<file path="config.mk">
export PLATFORM = sky130hd
export DESIGN_NAME = systolic_output_deskew
export DESIGN_NICKNAME = d
export VERILOG_FILES = /design/src/rtl/systolic_output_deskew.sv
export SDC_FILE = /design/constraint.sdc
export NUM_CORES = 2
export LEC_CHECK = 0
export CAP_MARGIN = 0
export CORE_ASPECT_RATIO = 0.9
export CORE_MARGIN = 5
export CORE_UTILIZATION = 47
export DETAILED_ROUTE_END_ITERATION = 8
export DONT_BUFFER_PORTS = 1
export HOLD_SLACK_MARGIN = 0.15
export SLEW_MARGIN = 0
export SYNTH_ARGS = -nofsm -noshare
export SYNTH_HDL_FRONTEND = slang
export SYNTH_SLANG_ARGS = --single-unit
</file>
<file path="constraint.sdc">
create_clock -name clk -period 3 [get_ports clk]
set_clock_uncertainty 0.15 [all_clocks]
set_input_delay 0.45 -clock clk [delete_from_list [all_inputs] [get_ports clk]]
set_output_delay 0.45 -clock clk [all_outputs]
set_load 0.02 [all_outputs]
</file>
<file path="src/rtl/systolic_output_deskew.sv">
// systolic_output_deskew
// Realigns the skewed partial-sum bus of a weight-stationary systolic array
// into whole rows and buffers them in a small FIFO drained over valid/ready.
// The array cannot be stalled, so a row arriving at a full FIFO is dropped
// and a sticky overflow flag records the loss.
// Optional feature macro: OUTPUT_RELU_EN (clamps negative lanes to zero on
// the FIFO write path).

module systolic_output_deskew #(
    parameter  int ARR_WIDTH  = 8,
    parameter  int WORD_WIDTH = 8,
    parameter  int FIFO_DEPTH = 8,
    localparam int PS_W       = 4 * WORD_WIDTH,
    localparam int BUS_W      = PS_W * ARR_WIDTH,
    localparam int PW         = $clog2(FIFO_DEPTH),
    localparam int CW         = PW + 1
) (
    input  logic             clk,
    input  logic             reset_n,
    input  logic [BUS_W-1:0] ps_in_vec,
    input  logic             ps_in_valid,
    output logic [BUS_W-1:0] out_row,
    output logic             out_valid,
    input  logic             out_ready,
    output logic [CW-1:0]    fifo_count,
    output logic             overflow,
    input  logic             ovf_clear
);

    logic [BUS_W-1:0] aligned_row;
    logic             aligned_valid;
    logic [BUS_W-1:0] wr_row;

    // Per-lane delay lines: lane c waits ARR_WIDTH-1-c cycles so every lane
    // of a row lands on the same edge as the last (undelayed) lane.
    for (genvar c = 0; c < ARR_WIDTH; c++) begin : g_lane
        localparam int D = ARR_WIDTH - 1 - c;
        if (D == 0) begin : g_pass
            assign aligned_row[c*PS_W +: PS_W] = ps_in_vec[c*PS_W +: PS_W];
        end else begin : g_dly
            logic [PS_W-1:0] pipe [D];

            // Shift lane c through its D-stage delay line
            always_ff @(posedge clk or negedge reset_n) begin
                if (!reset_n) begin
                    for (int i = 0; i < D; i++) pipe[i] <= '0;
                end else begin
                    pipe[0] <= ps_in_vec[c*PS_W +: PS_W];
                    for (int i = 1; i < D; i++) pipe[i] <= pipe[i-1];
                end
            end

            assign aligned_row[c*PS_W +: PS_W] = pipe[D-1];
        end
    end

    // Row-valid tag follows lane 0 through the longest delay
    if (ARR_WIDTH > 1) begin : g_vpipe
        logic vpipe [ARR_WIDTH-1];

        // Delay ps_in_valid by ARR_WIDTH-1 cycles to mark fully aligned rows
        always_ff @(posedge clk or negedge reset_n) begin
            if (!reset_n) begin
                for (int i = 0; i < ARR_WIDTH - 1; i++) vpipe[i] <= 1'b0;
            end else begin
                vpipe[0] <= ps_in_valid;
                for (int i = 1; i < ARR_WIDTH - 1; i++) vpipe[i] <= vpipe[i-1];
            end
        end

        assign aligned_valid = vpipe[ARR_WIDTH-2];
    end else begin : g_vpass
        assign aligned_valid = ps_in_valid;
    end

`ifdef OUTPUT_RELU_EN
    // Clamp negative lanes to zero just before they enter the FIFO
    always_comb begin
        wr_row = aligned_row;
        for (int c = 0; c < ARR_WIDTH; c++) begin
            if (aligned_row[(c+1)*PS_W-1]) wr_row[c*PS_W +: PS_W] = '0;
        end
    end
`else
    assign wr_row = aligned_row;
`endif

    logic [BUS_W-1:0] mem [FIFO_DEPTH];
    logic [PW-1:0]    wr_ptr;
    logic [PW-1:0]    rd_ptr;
    logic             full;
    logic             pop;
    logic             push;
    logic             drop;

    assign full      = (fifo_count == CW'(FIFO_DEPTH));
    assign out_valid = (fifo_count != '0);
    assign pop       = out_valid && out_ready;
    // A full FIFO still accepts a row when the head leaves on the same edge
    assign push      = aligned_valid && (!full || pop);
    assign drop      = aligned_valid && full && !pop;
    assign out_row   = mem[rd_ptr];

    // Row storage; cleared on reset so the head reads zero while empty
    always_ff @(posedge clk or negedge reset_n) begin
        if (!reset_n) begin
            for (int i = 0; i < FIFO_DEPTH; i++) mem[i] <= '0;
        end else if (push) begin
            mem[wr_ptr] <= wr_row;
        end
    end

    // Pointers and occupancy; power-of-two depth lets pointers wrap naturally
    always_ff @(posedge clk or negedge reset_n) begin
        if (!reset_n) begin
            wr_ptr     <= '0;
            rd_ptr     <= '0;
            fifo_count <= '0;
        end else begin
            if (push) wr_ptr <= wr_ptr + PW'(1);
            if (pop)  rd_ptr <= rd_ptr + PW'(1);
            if (push && !pop)      fifo_count <= fifo_count + CW'(1);
            else if (pop && !push) fifo_count <= fifo_count - CW'(1);
        end
    end

    // Sticky overflow; a drop on the clearing edge keeps the flag set
    always_ff @(posedge clk or negedge reset_n) begin
        if (!reset_n)       overflow <= 1'b0;
        else if (drop)      overflow <= 1'b1;
        else if (ovf_clear) overflow <= 1'b0;
    end

endmodule

</file>
# Word level (Yosys, flattened, before mapping)

Index checks and enable logic that the tools add are counted.

Register bits: 2962
Input bits: 261
Word-level logic and storage cells: 81

Add/sub/neg operators: 4
Order comparisons: 3
Eq/ne operators: 1
Mux-type cells: 10
Bitwise gates (word level): 2
Reductions and logical operators: 14

Operators with widths:

| operator                                                                      | count |
|---|---|
| 2048-bit bitwise mux                                                          | 1 |
| 256-bit binary-select mux with 3-bit select                                   | 1 |
| 256-bit demux with 3-bit select                                               | 1 |
| 256-bit two-way mux                                                           | 3 |
| 4-bit greater-or-equal comparator (second input constant)                     | 2 |
| 4-bit two-way mux                                                             | 2 |
| 3-bit NOT with 4-bit output                                                   | 2 |
| 1-bit logical AND                                                             | 7 |
| 3-bit by 1-bit adder with 3-bit output (second input constant)                | 2 |
| 4-bit by 1-bit adder with 4-bit output (second input constant)                | 1 |
| 4-bit == test (second input constant)                                         | 1 |
| 4-bit by 1-bit less-than comparator with 1-bit output (second input constant) | 1 |
| 2-bit nonzero test                                                            | 2 |
| 4-bit nonzero test                                                            | 1 |
| 4-bit by 1-bit subtractor with 4-bit output (second input constant)           | 1 |
| 1-bit logical NOT                                                             | 3 |
| 1-bit two-way mux                                                             | 2 |
| 1-bit logical OR                                                              | 1 |

# Longest topological paths before layout

Word-level depth: 8
Depth in mapped cells: 9
Gate-level depth less buffers: 8

# Least setup slack after synthesis

Ideal clock, no wire load.

Path kind: flip-flop to flip-flop
Start point: register fifo_count[3]
End point: register fifo_count[3]
Library setup time: 0.131 ns
Arrival: 2.696 ns
Required time: 2.719 ns
Slack: 0.023 ns
Stages on the path, launching flop included: 9
Path buffers: 0
Cell sequence: dfrtp_1 -> or4_1 -> nand2_1 -> ha_1 -> inv_1 -> ha_1 -> or4_1 -> o211ai_1 -> o211ai_1

Word-level cells in the longest chain between the ends: 7
Elaborated cells on any way between the ends: 15
Classes of those cells: add/sub: 2; eq/ne: 1; mux: 2; reduce/logical: 10

Ends and longest elaborated chain:

| what                                | RTL line | text |
|---|---|---|
| start, declared                     | 25       | `output logic [CW-1:0] fifo_count,` |
| start signal, assigned              | 122      | `if (push && !pop) fifo_count <= fifo_count + CW'(1);` |
| start signal, assigned              | 123      | `else if (pop && !push) fifo_count <= fifo_count - CW'(1);` |
| 4-bit nonzero test (*)              | 97       | `assign out_valid = (fifo_count != '0);` |
| named net out_valid                 | 23       | `output logic out_valid,` |
| 1-bit logical AND (*)               | 98       | `assign pop = out_valid && out_ready;` |
| 1-bit logical OR                    | 100      | `assign push = aligned_valid && (!full \|\| pop);` |
| 1-bit logical AND                   | 100      |  |
| 1-bit logical NOT                   | 123      |  |
| 1-bit logical AND                   | 123      |  |
| 2-bit nonzero test (no source line) | n/a      |  |

The timed path passes the listed nets; every way through them passes the cells marked *. The select of a mux whose other input is x is not followed.
A chain may end at the register's enable or synchronous reset.

# Worst setup path after layout

Start point: register rd_ptr[0]
End point: output out_row[138]

Word-level cells in the longest chain between the ends: 4

Ends and longest elaborated chain:

| what                                                   | RTL line | text |
|---|---|---|
| start, declared                                        | 90       | `logic [PW-1:0] rd_ptr;` |
| start signal, assigned                                 | 121      | `if (pop) rd_ptr <= rd_ptr + PW'(1);` |
| 3-bit NOT with 4-bit output (not written as such)      | 102      | `assign out_row = mem[rd_ptr];` |
| 256-bit binary-select mux with 3-bit select            | 102      |  |
| 256-bit two-way mux (not written as such) (2 in a row) | 102      |  |
| end, declared                                          | 22       | `output logic [BUS_W-1:0] out_row,` |

Every way passes these cells. The select of a mux whose other input is x is not followed.

==> results.ini <==
[outcome]
status = finished with violations
violations = hold timing, setup timing

[clock_tree]
htree_levels = 5
cts-root-buf = clkbuf_16
cts_made_buffers = 307
cts_sinks = 2962
clockBufferDepth = 4
cts_tree = done
clock_latency_ns = 0.84
path_clk_slew_ns = 0.06

[route]
vias = 56876
drt_first_pass_iters = 5
via_per_inst = 5.49
dr.first_iter.drc_count = 3224
drc_errors = 0
post_drt_wl_per_cell_microns = 25.2
ant_nets = 0
route.final.wire_length_mm = 261

[power]
clkPwrFrac_pct = 23.6
power_mw = 164
max-vdd-ir-drop_mv = 0.682
internal-power_mw = 112
p_comb_share_pct = 38.7
p_per_area_nw_per_um2 = 1190
leakage_nw = 58.5
p_sw_mw = 51.6
power_frac_seq_pct = 37.7
switching_share_pct = 31.5

[sta]
slew_violations = 0
final-setup-viol-count = 256
timing.slew.headroom_pct = 23.1
tightest_slew_ns = 1.15
layout_setup_ws_ns = -0.474
rsz0062_at_grt = yes
finalCritPeriodShare_pct = 116
final-hold-violation-count = 591
timing.hold.ws_ns = -0.843
finalCriticalPeriod_ns = 3.47
fmax_ghz = 0.288
tns_ns = -100.98

[place]
placed_cells = 9229
place.gp.congestion = 0.732
place_hpwl_mm = 145
io_buffers = 0

[yosys]
synth_top_area_share_pct = 64.9
yosysTopAreaCell = dfrtp_1
netlist_area_sq_um = 114000
synth.net_count = 6470
yosysUniqueCellTypes = 29
synthTopCellsByArea = dfrtp_1 (65%), mux2_2 (20%), mux4_2 (10%), mux2_1 (2.4%), buf_4 (0.85%)
syn_inst = 6203
yosysWarnings = 0
ys_seq_area_share_pct = 64.9
yosysMostFrequentCell = dfrtp_1
synth_common_cells = dfrtp_1 (2962), mux2_2 (2067), mux4_2 (512)
async_flop_share_pct = 100
ys_ff_latch = 2962
syn_area_per_cell_sq_um = 18.4
synth_edf_count = 0
ys.flop_type = dfrtp_1

[setup_path]
critical_path_class = reg -> out
path_buf_inv = 4
cp-end-kind = output pin
reg2reg_setup_slack_ns = 0.28
cp-start-kind = flop
max_stage_delay_ns = 0.53
cp_data_arrival_time_ns = 2.87
crit_fanout = 8
crit_required_ns = 2.40
slowest_stage = dfrtp_4
crit_path_cell_trace = buf_16 -> buf_4 -> buf_8 -> clkbuf_16 -> mux4_2 -> mux2_4
crit_family = multiplexers

[final_layout]
final_cell_count_no_fill = 10354
drive_above_1_share_pct = 47.1
layout.nets = 7191
area_delta_synth_final_pct = 20.5
nFillCells = 18125

[job]
max_cap_violations = 0

[global_route]
grt_max_degree = 243
grt_pass1_wl_mm = 397
overflow = 0
grt_antenna_before_repair = 13
grt_usage_pct = 20.3
grt_pass1_vias = 62978

[floorplanning]
num_rows = 171
die_h_microns = 477
floorplan.initialDensity_pct = 47.2
fp.dieW_microns = 529
io_pins = 523
coreArea_sq_um = 242000
die_area_sq_um = 253000

[worst_hold_path]
min_path_type = in -> async

-- repair_timing --
action / in CTS / in global routing
setup buffers: 6 / 29
hold endpoints to repair: 1266 / 577
endpoints found under the setup margin: 1460 / 850
hold buffers: 483 / 1
cloned: 13 / 56
resized for setup: 90 / 243
-- stage by stage --
| step | util [%] | area (sq um) | setup WS, ns |
|---|---|---|---|
| 2_1_floorplan | - | 114000 | 0.0235 |
| 3_3_place_gp | 49.3 | 119000 | -2.65 |
| 3_5_place_dp | 49.3 | 119000 | -2.82 |
| 4_1_cts | 55.9 | 135000 | -0.589 |
| 5_1_grt | 57.0 | 138000 | -0.571 |
| 6_report | 57.0 | 138000 | -0.474 |
-- power by group through the flow --
stage	clock network, mW	registers, mW	logic (mW)
after floorplan	0	59.9	42.9
after global placement	0	61.6	55.9
after detailed placement	0	62.5	56.9
after CTS	39.7	61.9	59.3
after global routing	41.3	63.6	67.6
final	38.6	61.9	63.5
-- state kept, by name, summed over array words and instances, names as in the netlist --
| register | cells |
|---|---|
| wr_ptr | 3 |
| aligned_valid | 1 |
| mem | 2048 |
| fifo_count | 4 |
| overflow | 1 |
| aligned_row | 192 |
| g_vpipe.vpipe | 6 |
| rd_ptr | 3 |
| g_lane.g_dly.pipe | 704 |
-- final timing paths --
| kind | startpoint | end | cells past startpoint |
|---|---|---|---|
| setup / recovery | rd_ptr[0] | out_row[138] | 6 |
| hold / removal | reset_n | g_lane[0].g_dly.pipe[188] | 0 |
| setup reg to reg | fifo_count[3] | mem[851] | 7 |
| hold reg to reg | g_lane[4].g_dly.pipe[77] | g_lane[4].g_dly.pipe[45] | 0 |
| max in group asynchronous | reset_n | mem[375] | 4 |
| min in group clk | g_lane[4].g_dly.pipe[77] | g_lane[4].g_dly.pipe[45] | 0 |
-- layer usage --
layer | vias to the layer above | share of wire, % | global-route usage, %
met5 | - | 0.0061 | 0
met3 | 364 | 5.3 | 4.86
met4 | 2 | 2.6 | 5.72
met1 | 31311 | 45 | 28.4
li1 | 24243 | - | -
met2 | 956 | 47 | 32.0
-- layout by cell type (no fill, tap or decap), types with 4 or more instances in the layout --
cell type      count
dfrtp_1         2959
mux2_2          1829
mux4_2           512
dlygate4sd3_1    483
clkbuf_16        355
mux2_1           240
mux2_4           238
buf_12           113
buf_4             76
clkbuf_1          59
clkbuf_8          56
clkinv_2          46
buf_16            37
bufinv_16         26
buf_6             17
clkinvlp_4         9
buf_8              8
bufbuf_16          7
diode_2            6
nand2_1            6
a211oi_4           6
clkinv_4           6
ha_1               5
inv_16             5
xnor2_1            4
nand3_1            4
clkinv_16          4
clkinv_8           4
inv_6              4
-- final cells by class --
cell class | instances | area (sq um) | area share (%)
clock inverters | 104 | 1450 | 1.05
multi-input cells | 2869 | 38900 | 28.2
well taps | 3200 | 4000 | 2.91
clock buffers | 429 | 8850 | 6.43
repair buffers | 782 | 10300 | 7.45
inverters | 2 | 7.51 | 0.00546
diodes | 6 | 15.0 | 0.0109
flip-flops and latches | 2962 | 74100 | 53.9
-- cell families (layout without fill, tap and decap cells) --
group,Yosys count,in the layout,synth area share (%)
buffers and inverters,372,1317,1.83
AOI/OAI and AO/OA,17,17,0.137
and+or+nand+nor,20,20,0.0932
other,0,6,0
xor gates and xnor gates,6,6,0.0460
DFF,2962,2962,64.9
adders and majority gates,6,6,0.0724
muxes,2820,2820,32.9
-- worst reg2reg max path: stages, from the launching register on --
cell	delay (ns)
dfrtp_1	0.38
buf_4	0.16
nor2b_1	0.15
buf_4	0.21
a2111o_2	0.61
buf_12	0.21
buf_12	0.42
mux2_2	0.30
Power figures use the tool's default switching activity.
